`config.mk`:
```
export PLATFORM = sky130hd
export DESIGN_NAME = matcher_filter_seq_flat
export DESIGN_NICKNAME = d
export VERILOG_FILES = /design/src/rtl/matcher_pkg.sv /design/src/rtl/matcher_filter_seq_if.sv /design/src/rtl/matcher_out_reg.sv /design/src/rtl/matcher_filter_seq.sv /design/src/flat_wrapper.sv
export SDC_FILE = /design/constraint.sdc
export NUM_CORES = 2
export LEC_CHECK = 0
export ABC_CLOCK_PERIOD_IN_PS = 19500
export CAP_MARGIN = 15
export CELL_PAD_IN_SITES_DETAIL_PLACEMENT = 1
export CELL_PAD_IN_SITES_GLOBAL_PLACEMENT = 2
export CORE_AREA = 2 2 486 488
export DETAILED_ROUTE_END_ITERATION = 16
export DIE_AREA = 0 0 488 490
export PLACE_DENSITY_LB_ADDON = 0.2
export SLEW_MARGIN = 20
export SYNTH_ARGS = -nofsm -noshare
export SYNTH_HDL_FRONTEND = slang
export SYNTH_SLANG_ARGS = --single-unit
```
`constraint.sdc`:
```
create_clock -name fclk -period 19.5 [get_ports fclk]
set_clock_uncertainty 0.15 [all_clocks]
set_input_delay 2.925 -clock fclk [delete_from_list [all_inputs] [get_ports fclk]]
set_output_delay 2.925 -clock fclk [all_outputs]
set_load 0.01 [all_outputs]
```
`src/rtl/matcher_pkg.sv`:
```
// Shared definitions for the matcher filter sequencer: FSM states and record layout.
package matcher_pkg;

   typedef enum logic [2:0] {
      S_IDLE,
      S_RUN,
      S_EMIT,
      S_ACK,
      S_FIN,
      S_GAP
   } seq_state_t;

   localparam int unsigned DEF_INPUT_STREAM_WIDTH = 512;
   localparam int unsigned DEF_DATA_WIDTH         = 24;
   localparam int unsigned DEF_BEAT_CNT_WIDTH     = 16;

   // Output record is packed as {beat index, byte mask, list entry}.
   function automatic int unsigned record_width(int unsigned stream_w, int unsigned data_w,
                                                int unsigned beat_w);
      return beat_w + stream_w / 8 + data_w;
   endfunction

endpackage

```
`src/rtl/matcher_filter_seq_if.sv`:
```
// Ingress beat stream and match-record egress stream of the sequencer.
interface matcher_filter_seq_if
   import matcher_pkg::*;
#(
   parameter int unsigned INPUT_STREAM_WIDTH = DEF_INPUT_STREAM_WIDTH,
   parameter int unsigned DATA_WIDTH         = DEF_DATA_WIDTH,
   parameter int unsigned BEAT_CNT_WIDTH     = DEF_BEAT_CNT_WIDTH
);
   logic [INPUT_STREAM_WIDTH-1:0]   in_data;
   logic                            in_valid;
   logic                            in_ready;
   logic                            out_valid;
   logic                            out_ready;
   logic [BEAT_CNT_WIDTH-1:0]       out_beat;
   logic [INPUT_STREAM_WIDTH/8-1:0] out_mask;
   logic [DATA_WIDTH-1:0]           out_data;

   modport master (
      input  in_data, in_valid, out_ready,
      output in_ready, out_valid, out_beat, out_mask, out_data
   );

   modport slave (
      output in_data, in_valid, out_ready,
      input  in_ready, out_valid, out_beat, out_mask, out_data
   );
endinterface

```
`src/rtl/matcher_out_reg.sv`:
```
// Single-entry valid/ready holding register for one match record.
module matcher_out_reg #(
   parameter int unsigned WIDTH = 8
) (
   input  logic             clk,
   input  logic             rst,
   input  logic             load,
   input  logic [WIDTH-1:0] load_data,
   input  logic             ready,
   output logic             valid,
   output logic [WIDTH-1:0] data
);

   // The record stays put after acceptance so idle outputs hold their last value.
   always_ff @(posedge clk or posedge rst) begin
      if (rst) begin
         valid <= 1'b0;
         data  <= '0;
      end else if (load) begin
         valid <= 1'b1;
         data  <= load_data;
      end else if (valid && ready) begin
         valid <= 1'b0;
      end
   end

endmodule

```
`src/rtl/matcher_filter_seq.sv`:
```
// Sequencer holding each ingress beat on the matcher filter and draining its matches.
module matcher_filter_seq
   import matcher_pkg::*;
#(
   parameter int unsigned INPUT_STREAM_WIDTH = DEF_INPUT_STREAM_WIDTH,
   parameter int unsigned DATA_WIDTH         = DEF_DATA_WIDTH,
   parameter int unsigned MAX_MATCHES        = 16,
   parameter int unsigned BEAT_CNT_WIDTH     = DEF_BEAT_CNT_WIDTH
) (
   input  logic                                 fclk,
   input  logic                                 areset,
   matcher_filter_seq_if.master                 bus,
   output logic                                 data_valid,
   output logic [INPUT_STREAM_WIDTH-1:0]        input_stream,
   input  logic [INPUT_STREAM_WIDTH/8-1:0]      filter_result,
   input  logic [DATA_WIDTH-1:0]                filter_result_data,
   input  logic                                 filter_result_valid,
   input  logic                                 filter_result_done,
   output logic                                 filter_result_reset,
   output logic                                 beat_done,
   output logic [$clog2(MAX_MATCHES+1)-1:0]     beat_match_cnt,
   output logic                                 beat_trunc
);

   localparam int unsigned CNT_W = $clog2(MAX_MATCHES + 1);
   localparam int unsigned REC_W = record_width(INPUT_STREAM_WIDTH, DATA_WIDTH, BEAT_CNT_WIDTH);

   seq_state_t                state, state_nxt;
   logic [1:0]                rst_pipe;
   logic                      rst_int;
   logic [BEAT_CNT_WIDTH-1:0] beat_idx;
   logic [CNT_W-1:0]          match_cnt;
   logic [CNT_W-1:0]          cnt_inc;
   logic                      trunc;
   logic                      take_beat;
   logic                      load_rec;
   logic                      accept;
   logic                      last_match;
   logic [REC_W-1:0]          rec;

   // Reset asserts asynchronously but releases two clocks after areset falls.
   always_ff @(posedge fclk or posedge areset) begin
      if (areset) rst_pipe <= '1;
      else        rst_pipe <= {rst_pipe[0], 1'b0};
   end
   assign rst_int = rst_pipe[1];

   assign bus.in_ready = (state == S_IDLE) && !rst_int;
   assign take_beat    = bus.in_valid && bus.in_ready;
   assign accept       = bus.out_valid && bus.out_ready;
   assign cnt_inc      = match_cnt + 1'b1;
   assign last_match   = (cnt_inc == CNT_W'(MAX_MATCHES));
   assign load_rec     = (state == S_RUN) && filter_result_valid && !filter_result_done;

   always_comb begin
      state_nxt           = state;
      data_valid          = 1'b0;
      filter_result_reset = 1'b0;
      beat_done           = 1'b0;
      unique case (state)
         S_IDLE: if (take_beat) state_nxt = S_RUN;
         S_RUN: begin
            data_valid = 1'b1;
            if (filter_result_done)       state_nxt = S_FIN;
            else if (filter_result_valid) state_nxt = S_EMIT;
         end
         S_EMIT: begin
            data_valid = 1'b1;
            if (accept) state_nxt = last_match ? S_FIN : S_ACK;
         end
         S_ACK: begin
            data_valid          = 1'b1;
            filter_result_reset = 1'b1;
            state_nxt           = S_RUN;
         end
         S_FIN: begin
            beat_done = 1'b1;
            state_nxt = S_GAP;
         end
         S_GAP:   state_nxt = S_IDLE;
         default: state_nxt = S_IDLE;
      endcase
   end

   always_ff @(posedge fclk or posedge rst_int) begin
      if (rst_int) begin
         state        <= S_IDLE;
         beat_idx     <= '0;
         match_cnt    <= '0;
         trunc        <= 1'b0;
         input_stream <= '0;
      end else begin
         state <= state_nxt;
         if (take_beat) begin
            input_stream <= bus.in_data;
            match_cnt    <= '0;
            trunc        <= 1'b0;
         end
         if (accept) begin
            match_cnt <= cnt_inc;
            if (last_match) trunc <= 1'b1;
         end
         if (state == S_FIN) beat_idx <= beat_idx + 1'b1;
      end
   end

   assign beat_match_cnt = match_cnt;
   assign beat_trunc     = trunc;

   matcher_out_reg #(
      .WIDTH(REC_W)
   ) u_out_reg (
      .clk      (fclk),
      .rst      (rst_int),
      .load     (load_rec),
      .load_data({beat_idx, filter_result, filter_result_data}),
      .ready    (bus.out_ready),
      .valid    (bus.out_valid),
      .data     (rec)
   );

   assign {bus.out_beat, bus.out_mask, bus.out_data} = rec;

endmodule

```
`src/flat_wrapper.sv`:
```
// flat-port wrapper written by rule: the top's interface ports become plain ports
module matcher_filter_seq_flat import matcher_pkg::*;
#(
   parameter int unsigned INPUT_STREAM_WIDTH = DEF_INPUT_STREAM_WIDTH,
   parameter int unsigned DATA_WIDTH         = DEF_DATA_WIDTH,
   parameter int unsigned MAX_MATCHES        = 16,
   parameter int unsigned BEAT_CNT_WIDTH     = DEF_BEAT_CNT_WIDTH
)
  (fclk, areset, data_valid, input_stream, filter_result, filter_result_data, filter_result_valid, filter_result_done, filter_result_reset, beat_done, beat_match_cnt, beat_trunc, bus_in_data, bus_in_valid, bus_out_ready, bus_in_ready, bus_out_valid, bus_out_beat, bus_out_mask, bus_out_data);
  matcher_filter_seq_if #(.INPUT_STREAM_WIDTH(INPUT_STREAM_WIDTH), .DATA_WIDTH(DATA_WIDTH), .BEAT_CNT_WIDTH(BEAT_CNT_WIDTH)) bus_i ();
  input  logic fclk;
  input  logic areset;
  output logic data_valid;
  output logic [INPUT_STREAM_WIDTH-1:0] input_stream;
  input  logic [INPUT_STREAM_WIDTH/8-1:0] filter_result;
  input  logic [DATA_WIDTH-1:0] filter_result_data;
  input  logic filter_result_valid;
  input  logic filter_result_done;
  output logic filter_result_reset;
  output logic beat_done;
  output logic [$clog2(MAX_MATCHES+1)-1:0] beat_match_cnt;
  output logic beat_trunc;
  input wire logic [$bits(bus_i.in_data)-1:0] bus_in_data;
  input wire logic [$bits(bus_i.in_valid)-1:0] bus_in_valid;
  input wire logic [$bits(bus_i.out_ready)-1:0] bus_out_ready;
  output wire logic [$bits(bus_i.in_ready)-1:0] bus_in_ready;
  output wire logic [$bits(bus_i.out_valid)-1:0] bus_out_valid;
  output wire logic [$bits(bus_i.out_beat)-1:0] bus_out_beat;
  output wire logic [$bits(bus_i.out_mask)-1:0] bus_out_mask;
  output wire logic [$bits(bus_i.out_data)-1:0] bus_out_data;
  assign bus_i.in_data = bus_in_data;
  assign bus_i.in_valid = bus_in_valid;
  assign bus_i.out_ready = bus_out_ready;
  assign bus_in_ready = bus_i.in_ready;
  assign bus_out_valid = bus_i.out_valid;
  assign bus_out_beat = bus_i.out_beat;
  assign bus_out_mask = bus_i.out_mask;
  assign bus_out_data = bus_i.out_data;
  matcher_filter_seq #(.INPUT_STREAM_WIDTH(INPUT_STREAM_WIDTH), .DATA_WIDTH(DATA_WIDTH), .MAX_MATCHES(MAX_MATCHES), .BEAT_CNT_WIDTH(BEAT_CNT_WIDTH)) u_core (.fclk(fclk), .areset(areset), .bus(bus_i), .data_valid(data_valid), .input_stream(input_stream), .filter_result(filter_result), .filter_result_data(filter_result_data), .filter_result_valid(filter_result_valid), .filter_result_done(filter_result_done), .filter_result_reset(filter_result_reset), .beat_done(beat_done), .beat_match_cnt(beat_match_cnt), .beat_trunc(beat_trunc));
endmodule
```
==> flow_summary.toml <==
[layout]
layout_commonest_cell = "nand2_1"
layout-drive-gt1-share = 0.0752
areaGrowthSynthToFinish_pct = 79.3
final_util = 0.186
final_nets = 4350
nFillCells = 27000
multi_input_area_um2 = 7600
final_cell_mix = "nand2_1, clkdlybuf4s50_1, dfrtp_1"
seq_area_um2 = 16100

[cts]
holdBufCountCts = 0
ctsResizeCount = 0
cts_max_level = 3
clk_path_buf_depth = 3
cts_setup_buffers = 0
path_clk_slew_ps = 60
clock_sinks = 644
cts_tree = "yes"
numCtsBuffers = 95
insertion_delay_ps = 730
cts-root-buf = "clkbuf_16"

[grt]
grt_pass1_vias = 24300
grt_overflow = 0
grt_pass1_wl_um = 207000
grt_usage = 0.123
antenna_found_initial = 62
grt_max_degree = 158

[power]
power_density_nw_per_um2 = 158
p_clk_frac = 0.264
p_seq_frac = 0.336
p_sw_frac = 0.361
ir_drop_v = 0.0000569
p_int_mw = 4.38
combPwrFrac = 0.400
power.switching_mw = 2.48
total_leakage_power_nw = 19.6

[timing]
slew_headroom = 0.326
worst_pin_slew_ps = 1010
rsz0062_at_grt = "false"
setup_viol = 0
report.final.slew_viol_count = 0
period_share = 0.305
fin_setup_tns_ps = 0
min_period_ps = 5950
timing.hold.ws_ps = 204
hold_violations = 0
fmax_mhz = 168

[detailed_routing]
drc = 0
firstDrtPassIters = 4
drtAntennaViolNets = 0
highest_layer = "met5"
routed-wl-met2_um = 72800
routed-wl-met3_um = 16000
m1WireLength_um = 56800
routedWlPerCell_um = 21.5
wirelength_um = 150000
first_iter_violations = 764
vias_per_cell = 3.16
num_vias = 22100

[worst_setup_path]
critPathTopFamily = "buffers and inverters"
cp_max_fo = 157
required_ps = 20030
crit_buf_inv = 4
rrSetupSlack_ps = 15430
start_kind = "primary input"
cp_cell_sequence = "clkdlybuf4s50_1 > nand2_4 > buf_12 > buf_4 > buf_4 > nand2_1 > nand2_1"
cpPeakStageDelay_ps = 720
critPathSlowestCell = "buf_4"
end_kind = "flop"
worstSetupPathType = "primary input to flop"
worst_ep_arrival_time_ps = 6470

[die]
num_rows = 178
num_io_pins = 1233
die_x_um = 488
die_h_um = 490
core_area_um2 = 234000
initial_core_util = 0.104
die-area_um2 = 239000

[synthesis]
ys_types = 38
ys_warn_count = 0
seq_area_frac_synth = 0.664
synth_edf_count = 0
mappedNetlistArea_um2 = 24300
synth_flop_cell = "dfrtp_1"
synth_area_per_cell_um2 = 9.65
netlist_instances = 2515
synth_fp_nets = 3123
synth_async_sr_flop_share = 1.00
ys_ff_latch = 644

[status]
status = "completed"

[placed_design]
port_buffers = 1232
routabilityCongestion = 0.780
dp_hpwl_um = 114000

[hold_path]
hold_path_class = "flop to flop"

[run]
maxCapViolCount = 0
==> cells in the mapped netlist (6+ instances only) <==
cell type  number  area, um2
nand2_1      1551       5820
buf_1           7       26.3
mux2_2        104       1170
dfrtp_1       642      16100
xnor2_1         8       70.1
nor2_1          9       33.8
o21ai_0         6       30.0
nand3_1        11       55.1
buf_2          61        305
xor2_1          9       78.8
clkbuf_1       60        225
==> worst reg2reg max path, delay by kind of cell (launching register included) <==
family	cells	cell delay (ps)
buffers and inverters	3	2330
and+or+nand+nor	4	920
DFF	1	620
==> stage by stage <==
stage | std cells | total power [mW] | instance area (um2) | setup WS [ps]
CTS | 6967 | 7.09 | 43500 | 13290
detailed placement | 6795 | 5.16 | 40300 | 12630
global route | 6979 | 7.35 | 43500 | 13170
global placement | 6794 | 5.15 | 40200 | 12630
floorplan | 2515 | 3.21 | 24300 | 1030
finish | 6991 | 6.86 | 43500 | 13550
==> sequential cells by signal, summed over array words and instances, names as in the netlist <==
register,flops
u_core.input_stream,512
u_core.u_out_reg.data,104
u_core.beat_idx,16
u_core.beat_match_cnt,5
u_core.state,3
u_core.rst_pipe,2
u_core.beat_trunc,1
u_core.u_out_reg.valid,1
==> layer usage <==
metal / GRT usage / vias up
li1: - / 10200
met1: 0.132 / 10700
met2: 0.207 / 870
met3: 0.0594 / 236
met4: 0.0444 / 44
met5: 0 / -
==> cells by family after synthesis <==
group	after synthesis	share of synthesized area
AO/OA/AOI/OAI	19	0.00515
adder cells (fa/ha/maj)	2	0.00103
buffers and inverters	133	0.0237
multiplexers	105	0.0487
AND/OR/NAND/NOR	1594	0.251
other	1	0.000154
XOR/XNOR	17	0.00613
flip-flops	644	0.664
==> worst paths after layout <==
check,cells past startpoint,to,startpoint
max in group asynchronous,4,u_core.input_stream[296]$_DFFE_PP0P_,u_core.rst_pipe[1]$_DFF_PP1_
min in group asynchronous,1,u_core.input_stream[231]$_DFFE_PP0P_,u_core.rst_pipe[1]$_DFF_PP1_
hold reg to reg,0,u_core.rst_pipe[1]$_DFF_PP1_,u_core.rst_pipe[0]$_DFF_PP1_
hold / removal,0,u_core.rst_pipe[1]$_DFF_PP1_,u_core.rst_pipe[0]$_DFF_PP1_
setup / recovery,7,u_core.input_stream[324]$_DFFE_PP0P_,bus_in_valid
setup reg to reg,7,u_core.input_stream[324]$_DFFE_PP0P_,u_core.state[1]$_DFFE_PP0P_
==> cell type report <==
| cell class | instances | area share |
|---|---|---|
| clock buffers | 144 | 0.0639 |
| inverters | 5 | 0.000604 |
| repair buffers | 1258 | 0.289 |
| flip-flops and latches | 644 | 0.370 |
| diodes | 24 | 0.00138 |
| well taps | 3150 | 0.0905 |
| multi-input cells | 1738 | 0.175 |
| clock inverters | 28 | 0.0100 |
==> power by group through the flow <==
stage	Clock, mW	Combinational [mW]	Sequential [mW]
after CTS	1.92	2.84	2.32
final	1.81	2.74	2.31
after global routing	1.96	3.00	2.39
after detailed placement	0	2.83	2.33
after floorplan	0	0.681	2.53
after global placement	0	2.82	2.32
Power figures use the tool's default switching activity.
